`src/rtl/laser_pkg.sv`:
```
// Shared types and constants for the laser frame transmitter.
// LASER_TX_PARITY_EN adds an even-parity bit per lane between data bit 7 and the stop bit.
package laser_pkg;

  typedef enum logic [2:0] {
    StIdle,
    StStart,
    StData,
`ifdef LASER_TX_PARITY_EN
    StParity,
`endif
    StStop,
    StGap
  } laser_state_e;

  localparam logic LASER_IDLE_LEVEL  = 1'b0;
  localparam logic LASER_START_LEVEL = 1'b1;
  localparam logic LASER_STOP_LEVEL  = 1'b0;

  localparam int unsigned LASER_DATA_BITS          = 8;
  localparam int unsigned LASER_FRAME_BITS         = 10;
  localparam int unsigned LASER_FRAME_BITS_PARITY  = 11;

  function automatic logic even_parity(input logic [LASER_DATA_BITS-1:0] value);
    return ^value;
  endfunction

endpackage

```
`src/rtl/laser_bit_timer.sv`:
```
// Bit-period timer: counts 0..BIT_CYCLES-1 while run is high, held at 0 otherwise.
// bit_tick marks the last clock of each bit period.
module laser_bit_timer #(
  parameter int unsigned BIT_CYCLES = 8
) (
  input  logic clock,
  input  logic reset,
  input  logic run,
  output logic bit_tick
);

  localparam int unsigned CntW = (BIT_CYCLES > 1) ? $clog2(BIT_CYCLES) : 1;
  localparam logic [CntW-1:0] LastCnt = CntW'(BIT_CYCLES - 1);

  logic [CntW-1:0] cnt;

  always_ff @(posedge clock) begin
    if (reset || !run) begin
      cnt <= '0;
    end else if (cnt == LastCnt) begin
      cnt <= '0;
    end else begin
      cnt <= cnt + 1'b1;
    end
  end

  assign bit_tick = run && (cnt == LastCnt);

endmodule

```
`src/rtl/laser_frame_tx.sv`:
```
// Dual-lane oversampled laser frame transmitter with a one-entry holding buffer.
// Optional LASER_TX_PARITY_EN inserts an even-parity bit per lane (11-bit frame).
module laser_frame_tx
  import laser_pkg::*;
#(
  parameter int unsigned BIT_CYCLES = 8,
  parameter int unsigned IDLE_GAP   = 2
) (
  input  logic       clock,
  input  logic       reset,
  input  logic [7:0] data1_in,
  input  logic [7:0] data2_in,
  input  logic       data_valid,
  output logic       data_ready,
  output logic       laser1_out,
  output logic       laser2_out,
  output logic       laser_en,
  output logic       busy,
  output logic       done
);

  // Bit index is shared between data-bit counting and gap-period counting.
  localparam int unsigned GapW = $clog2(IDLE_GAP + 1);
  localparam int unsigned IdxW = (GapW > 3) ? GapW : 3;
  localparam logic [IdxW-1:0] LastData = IdxW'(LASER_DATA_BITS - 1);
  localparam logic [IdxW-1:0] LastGap  = IdxW'((IDLE_GAP == 0) ? 0 : IDLE_GAP - 1);

  laser_state_e    state;
  logic            buf_full;
  logic [7:0]      buf1;
  logic [7:0]      buf2;
  logic [7:0]      shift1;
  logic [7:0]      shift2;
  logic [IdxW-1:0] bit_idx;
  logic            tick;
  logic            accept;
  logic            load;
  logic            line1;
  logic            line2;
`ifdef LASER_TX_PARITY_EN
  logic            par1;
  logic            par2;
`endif

  laser_bit_timer #(
    .BIT_CYCLES(BIT_CYCLES)
  ) u_bit_timer (
    .clock   (clock),
    .reset   (reset),
    .run     (state != StIdle),
    .bit_tick(tick)
  );

  assign data_ready = !buf_full;
  assign accept     = data_valid && data_ready;
  assign busy       = (state != StIdle);

  // Buffer moves into the shifters whenever the FSM is about to enter START.
  always_comb begin
    load = 1'b0;
    case (state)
      StIdle:  load = buf_full;
      StStop:  load = buf_full && tick && (IDLE_GAP == 0);
      StGap:   load = buf_full && tick && (bit_idx == LastGap);
      default: load = 1'b0;
    endcase
  end

  always_comb begin
    line1 = LASER_IDLE_LEVEL;
    line2 = LASER_IDLE_LEVEL;
    case (state)
      StStart: begin
        line1 = LASER_START_LEVEL;
        line2 = LASER_START_LEVEL;
      end
      StData: begin
        line1 = shift1[0];
        line2 = shift2[0];
      end
`ifdef LASER_TX_PARITY_EN
      StParity: begin
        line1 = par1;
        line2 = par2;
      end
`endif
      StStop: begin
        line1 = LASER_STOP_LEVEL;
        line2 = LASER_STOP_LEVEL;
      end
      default: ;
    endcase
  end

  always_ff @(posedge clock) begin
    if (reset) begin
      state      <= StIdle;
      buf_full   <= 1'b0;
      buf1       <= '0;
      buf2       <= '0;
      shift1     <= '0;
      shift2     <= '0;
      bit_idx    <= '0;
      laser1_out <= LASER_IDLE_LEVEL;
      laser2_out <= LASER_IDLE_LEVEL;
      laser_en   <= 1'b0;
      done       <= 1'b0;
`ifdef LASER_TX_PARITY_EN
      par1       <= 1'b0;
      par2       <= 1'b0;
`endif
    end else begin
      if (load) begin
        buf_full <= 1'b0;
      end else if (accept) begin
        buf_full <= 1'b1;
        buf1     <= data1_in;
        buf2     <= data2_in;
      end

      if (load) begin
        shift1  <= buf1;
        shift2  <= buf2;
        bit_idx <= '0;
`ifdef LASER_TX_PARITY_EN
        par1    <= even_parity(buf1);
        par2    <= even_parity(buf2);
`endif
      end

      unique case (state)
        StIdle: begin
          if (load) state <= StStart;
        end
        StStart: begin
          if (tick) state <= StData;
        end
        StData: begin
          if (tick) begin
            shift1 <= shift1 >> 1;
            shift2 <= shift2 >> 1;
            if (bit_idx == LastData) begin
              bit_idx <= '0;
`ifdef LASER_TX_PARITY_EN
              state   <= StParity;
`else
              state   <= StStop;
`endif
            end else begin
              bit_idx <= bit_idx + 1'b1;
            end
          end
        end
`ifdef LASER_TX_PARITY_EN
        StParity: begin
          if (tick) state <= StStop;
        end
`endif
        StStop: begin
          if (tick) begin
            if (IDLE_GAP != 0) state <= StGap;
            else if (load)     state <= StStart;
            else               state <= StIdle;
          end
        end
        StGap: begin
          if (tick) begin
            if (bit_idx == LastGap) begin
              bit_idx <= '0;
              state   <= load ? StStart : StIdle;
            end else begin
              bit_idx <= bit_idx + 1'b1;
            end
          end
        end
        default: state <= StIdle;
      endcase

      // Line outputs lag the state by one clock, so done lands on the last stop clock.
      laser1_out <= line1;
      laser2_out <= line2;
      laser_en   <= (state != StIdle) && (state != StGap);
      done       <= (state == StStop) && tick;
    end
  end

endmodule
```
`config.mk`:
```
export PLATFORM = sky130hd
export DESIGN_NAME = laser_frame_tx
export DESIGN_NICKNAME = d
export VERILOG_FILES = /design/src/rtl/laser_pkg.sv /design/src/rtl/laser_bit_timer.sv /design/src/rtl/laser_frame_tx.sv
export SDC_FILE = /design/constraint.sdc
export NUM_CORES = 1
export LEC_CHECK = 0
export ABC_AREA = 1
export BUFFER_PORTS_ARGS = -buffer_cell sky130_fd_sc_hd__buf_2
export CELL_PAD_IN_SITES_DETAIL_PLACEMENT = 1
export CELL_PAD_IN_SITES_GLOBAL_PLACEMENT = 1
export CORE_ASPECT_RATIO = 1.5
export CORE_MARGIN = 10
export CORE_UTILIZATION = 45
export DETAILED_ROUTE_END_ITERATION = 12
export PLACE_DENSITY_LB_ADDON = 0.25
export SLEW_MARGIN = 10
export SYNTH_ARGS = -nofsm -noshare
export SYNTH_HDL_FRONTEND = slang
export SYNTH_SLANG_ARGS = --single-unit
```
`constraint.sdc`:
```
create_clock -name clock -period 4.7 [get_ports clock]
set_input_delay 0.235 -clock clock [delete_from_list [all_inputs] [get_ports clock]]
set_output_delay 0.235 -clock clock [all_outputs]
set_load 0.01 [all_outputs]
```
==> qor.csv <==
stage,metric,value,unit
yosys,cell count after synthesis,284,
yosys,Synth Cell Area,0.00211,mm²
yosys,Syn. warnings,0,
yosys,#FFs+latches synth,46,
finish,Antenna Cells,0,
power,peak supply drop,0.247,mV
placed_design,dpl cell area,0.00221,mm²
power,PwrDens,494,mW/mm²
worst_setup_path,"Req. time, crit path",4.95,ns
yosys,syn_nets,309,
finish,fin util,51.8,%
finish,Layout area overhead,11.6,%
clock_network,Post-CTS Setup Inserts,0,
floorplanning,die area,0.00787,mm²
run,max_cap viols,0,
worst_setup_path,crit path kind,reg -> reg,
yosys,Yosys cell types,25,
sta,Clock Skew,0.00432,ns
min_path,hold endpoint,buf2[2]$_SDFFE_PP0P_,
min_path,depth of the worst hold-timing path,3,
global_routing,Global Route Usage Sum,14.0,%
sta,fin crit share,47.2,%
global_routing,initial antenna violation count,0,
min_path,Min-Delay Startpoint,data2_in[2],
placed_design,port buffer count,24,
drt,antenna-violating nets left,0,
clock_network,"Reg clk slew, reported paths",0.09,ns
floorplanning,row cnt,30,
drt,drt drc,0,
yosys,register area share after synthesis,43.7,%
drt,vias post-DR,1826,
status,status,finished clean,
drt,Pre-antenna DRT Iters,4,
worst_setup_path,r2r setup slk,2.48,ns
global_routing,vias in the first global route,1887,
clock_network,TritonCTS buffer count,5,
global_routing,first-pass GRT wire length,8660,µm
sta,Min Hold Slack,0.145,ns
sta,setup_tns,0,ns
clock_network,CTS tree,done,
sta,final hold vios,0,
finish,design area,0.00235,mm²
worst_setup_path,WP data arrival,2.47,ns
drt,drt wl/cell,13.4,µm
worst_setup_path,Critical R2R Capture,bit_idx[1]$_SDFF_PP0_,
clock_network,clock latency on the worst-skew pair,0.30,ns
finish,final net count,329,
sta,Slew HR,49.9,%
sta,fin crit period,2.22,ns
clock_network,post-cts gate resize count,0,
drt,overall routed net length,4940,µm
clock_network,Hold Buf Count CTS,0,
floorplanning,die width,75.9,µm
min_path,path category of the worst min-delay check,in -> reg,
sta,Worst Tran Pin Value,0.751,ns
sta,Final Max Tran Viols,0,
worst_setup_path,origin of the critical flop-to-flop path,u_bit_timer.cnt[0]$_SDFF_PP0_,
power,Pleak,1.12,nW
floorplanning,area of the core,0.00454,mm²
worst_setup_path,endpoint type of the worst setup path,register,
worst_setup_path,startpoint types,register,
drt,DR iter-0 viols,90,
clock_network,Root Driver,clkbuf_8,
sta,RSZ-0062 raised after global routing,false,
floorplanning,Vert. Die Dim,104,µm
finish,share of cells above drive strength 1,14.4,%
clock_network,H-Tree Depth,2,
floorplanning,I/O pin cnt,25,
clock_network,CTS Buffer Depth,2,
drt,vias per cell,4.95,
placed_design,HPWL Detailed,3550,µm
global_routing,final global-route overflow total,0,
sta,final setup violation count,0,
placed_design,GP Congestion,0.915,
sta,Max Fclk,451,MHz
global_routing,largest net degree at the start of global routing,35,
worst_setup_path,Worst R2R Path Depth,9,
finish,fill cell count,613,
clock_network,TritonCTS Sinks,46,
worst_setup_path,CP Max Fanout,34,
floorplanning,Initial Utilization,46.4,%
yosys,syn_area_per_cell,7.41,µm²
## sequential cells by signal, summed over array words and instances, names as in the netlist
name and count:
buf2 8, state 3, shift1 8, shift2 8, buf1 8, buf_full 1, u_bit_timer.cnt 3, laser_en 1
laser2_out 1, done 1, bit_idx 3, laser1_out 1
## cell usage in the layout, fill, tap and decap left out
master     count
o21bai_1       1
o21ai_0       28
o21ai_1       19
nor3_2         1
nor2_1        49
buf_2         24
nand2_8        1
dfxtp_1       46
nand2_4        2
nand2_1       56
ha_1           6
clkbuf_8       6
nand2_2        1
nor2_8         1
buf_4          1
a21oi_1        6
inv_1         35
nand4_1        3
o21ai_2        3
nor2_4         1
o211ai_1       2
bufinv_16      2
inv_4          1
nand3_1       10
## per-layer routing
layer	wire length [µm]	vias to the layer above	track usage, %
met4	122	0	5.20
met5	0	-	0
met3	176	12	3.44
li1	-	934	-
met1	1980	856	14.9
met2	2660	24	24.7
## power breakdown
part / internal, mW / switching, mW / total (mW)
sequential: 0.459 / 0.0457 / 0.505
combinational: 0.102 / 0.191 / 0.293
clock: 0.227 / 0.138 / 0.365
total: 0.788 / 0.374 / 1.16
## worst max path at each step
| stage | start | end | slack (ns) |
|---|---|---|---|
| floorplan | u_bit_timer.cnt[0]$_SDFF_PP0_ | bit_idx[0]$_SDFF_PP0_ | 3.18 |
| global route | u_bit_timer.cnt[0]$_SDFF_PP0_ | bit_idx[1]$_SDFF_PP0_ | 2.17 |
| global placement | u_bit_timer.cnt[0]$_SDFF_PP0_ | bit_idx[1]$_SDFF_PP0_ | 2.60 |
| detailed placement | u_bit_timer.cnt[0]$_SDFF_PP0_ | bit_idx[1]$_SDFF_PP0_ | 2.49 |
| finish | u_bit_timer.cnt[0]$_SDFF_PP0_ | bit_idx[1]$_SDFF_PP0_ | 2.48 |
| CTS | u_bit_timer.cnt[0]$_SDFF_PP0_ | bit_idx[1]$_SDFF_PP0_ | 2.44 |
## area by class of cell
type / count / area [µm²] / area share [%]
multi-input cells: 190 / 942 / 40.1
flip-flops and latches: 46 / 921 / 39.2
inverters: 36 / 138 / 5.85
repair buffers: 25 / 128 / 5.43
clock buffers: 6 / 82.6 / 3.51
well taps: 64 / 80.1 / 3.41
clock inverters: 2 / 60.1 / 2.55
## cells in the mapped netlist
cell type | n | area share [%]
nand2_1 | 56 | 10
nor2_1 | 49 | 8.7
dfxtp_1 | 46 | 44
inv_1 | 35 | 6.2
o21ai_0 | 28 | 6.7
o21ai_1 | 19 | 4.5
nand3_1 | 10 | 2.4
buf_6 | 7 | 3.7
a21oi_1 | 6 | 1.4
ha_1 | 6 | 3.6
nand4_1 | 3 | 0.89
o21ai_2 | 3 | 1.2
clkbuf_2 | 2 | 0.48
nand2_4 | 2 | 1.1
o211ai_1 | 2 | 0.71
buf_2 | 1 | 0.24
buf_4 | 1 | 0.36
clkbuf_1 | 1 | 0.18
inv_4 | 1 | 0.30
nand2_2 | 1 | 0.30
nand2_8 | 1 | 0.95
nor2_4 | 1 | 0.53
nor2_8 | 1 | 0.95
nor3_2 | 1 | 0.48
o21bai_1 | 1 | 0.36
## critical path, cell delays in order (launching register included)
cell and delay [ns]:
dfxtp_1 0.32, ha_1 0.21, ha_1 0.34, nand3_1 0.17, nand2_1 0.07, nand2_2 0.47
inv_1 0.21, o21ai_0 0.19, nand2_1 0.07, nor2_1 0.10
## metrics by stage
| stage | cells | power (mW) | setup slack (ns) |
|---|---|---|---|
| after floorplan | 284 | 0.743 | 3.18 |
| after global placement | 361 | 0.792 | 2.60 |
| after detailed placement | 361 | 0.810 | 2.49 |
| after CTS | 369 | 1.18 | 2.44 |
| after global routing | 369 | 1.25 | 2.17 |
| final | 369 | 1.16 | 2.48 |
## logic make-up after synthesis
| group | after synthesis | share of synthesized area (%) |
|---|---|---|
| AND/OR/NAND/NOR | 125 | 26.3 |
| AO/OA/AOI/OAI | 59 | 14.9 |
| buffers and inverters | 48 | 11.5 |
| flip-flops | 46 | 43.7 |
| adder cells (fa/ha/maj) | 6 | 3.56 |
(Power assumes the default switching activity.)
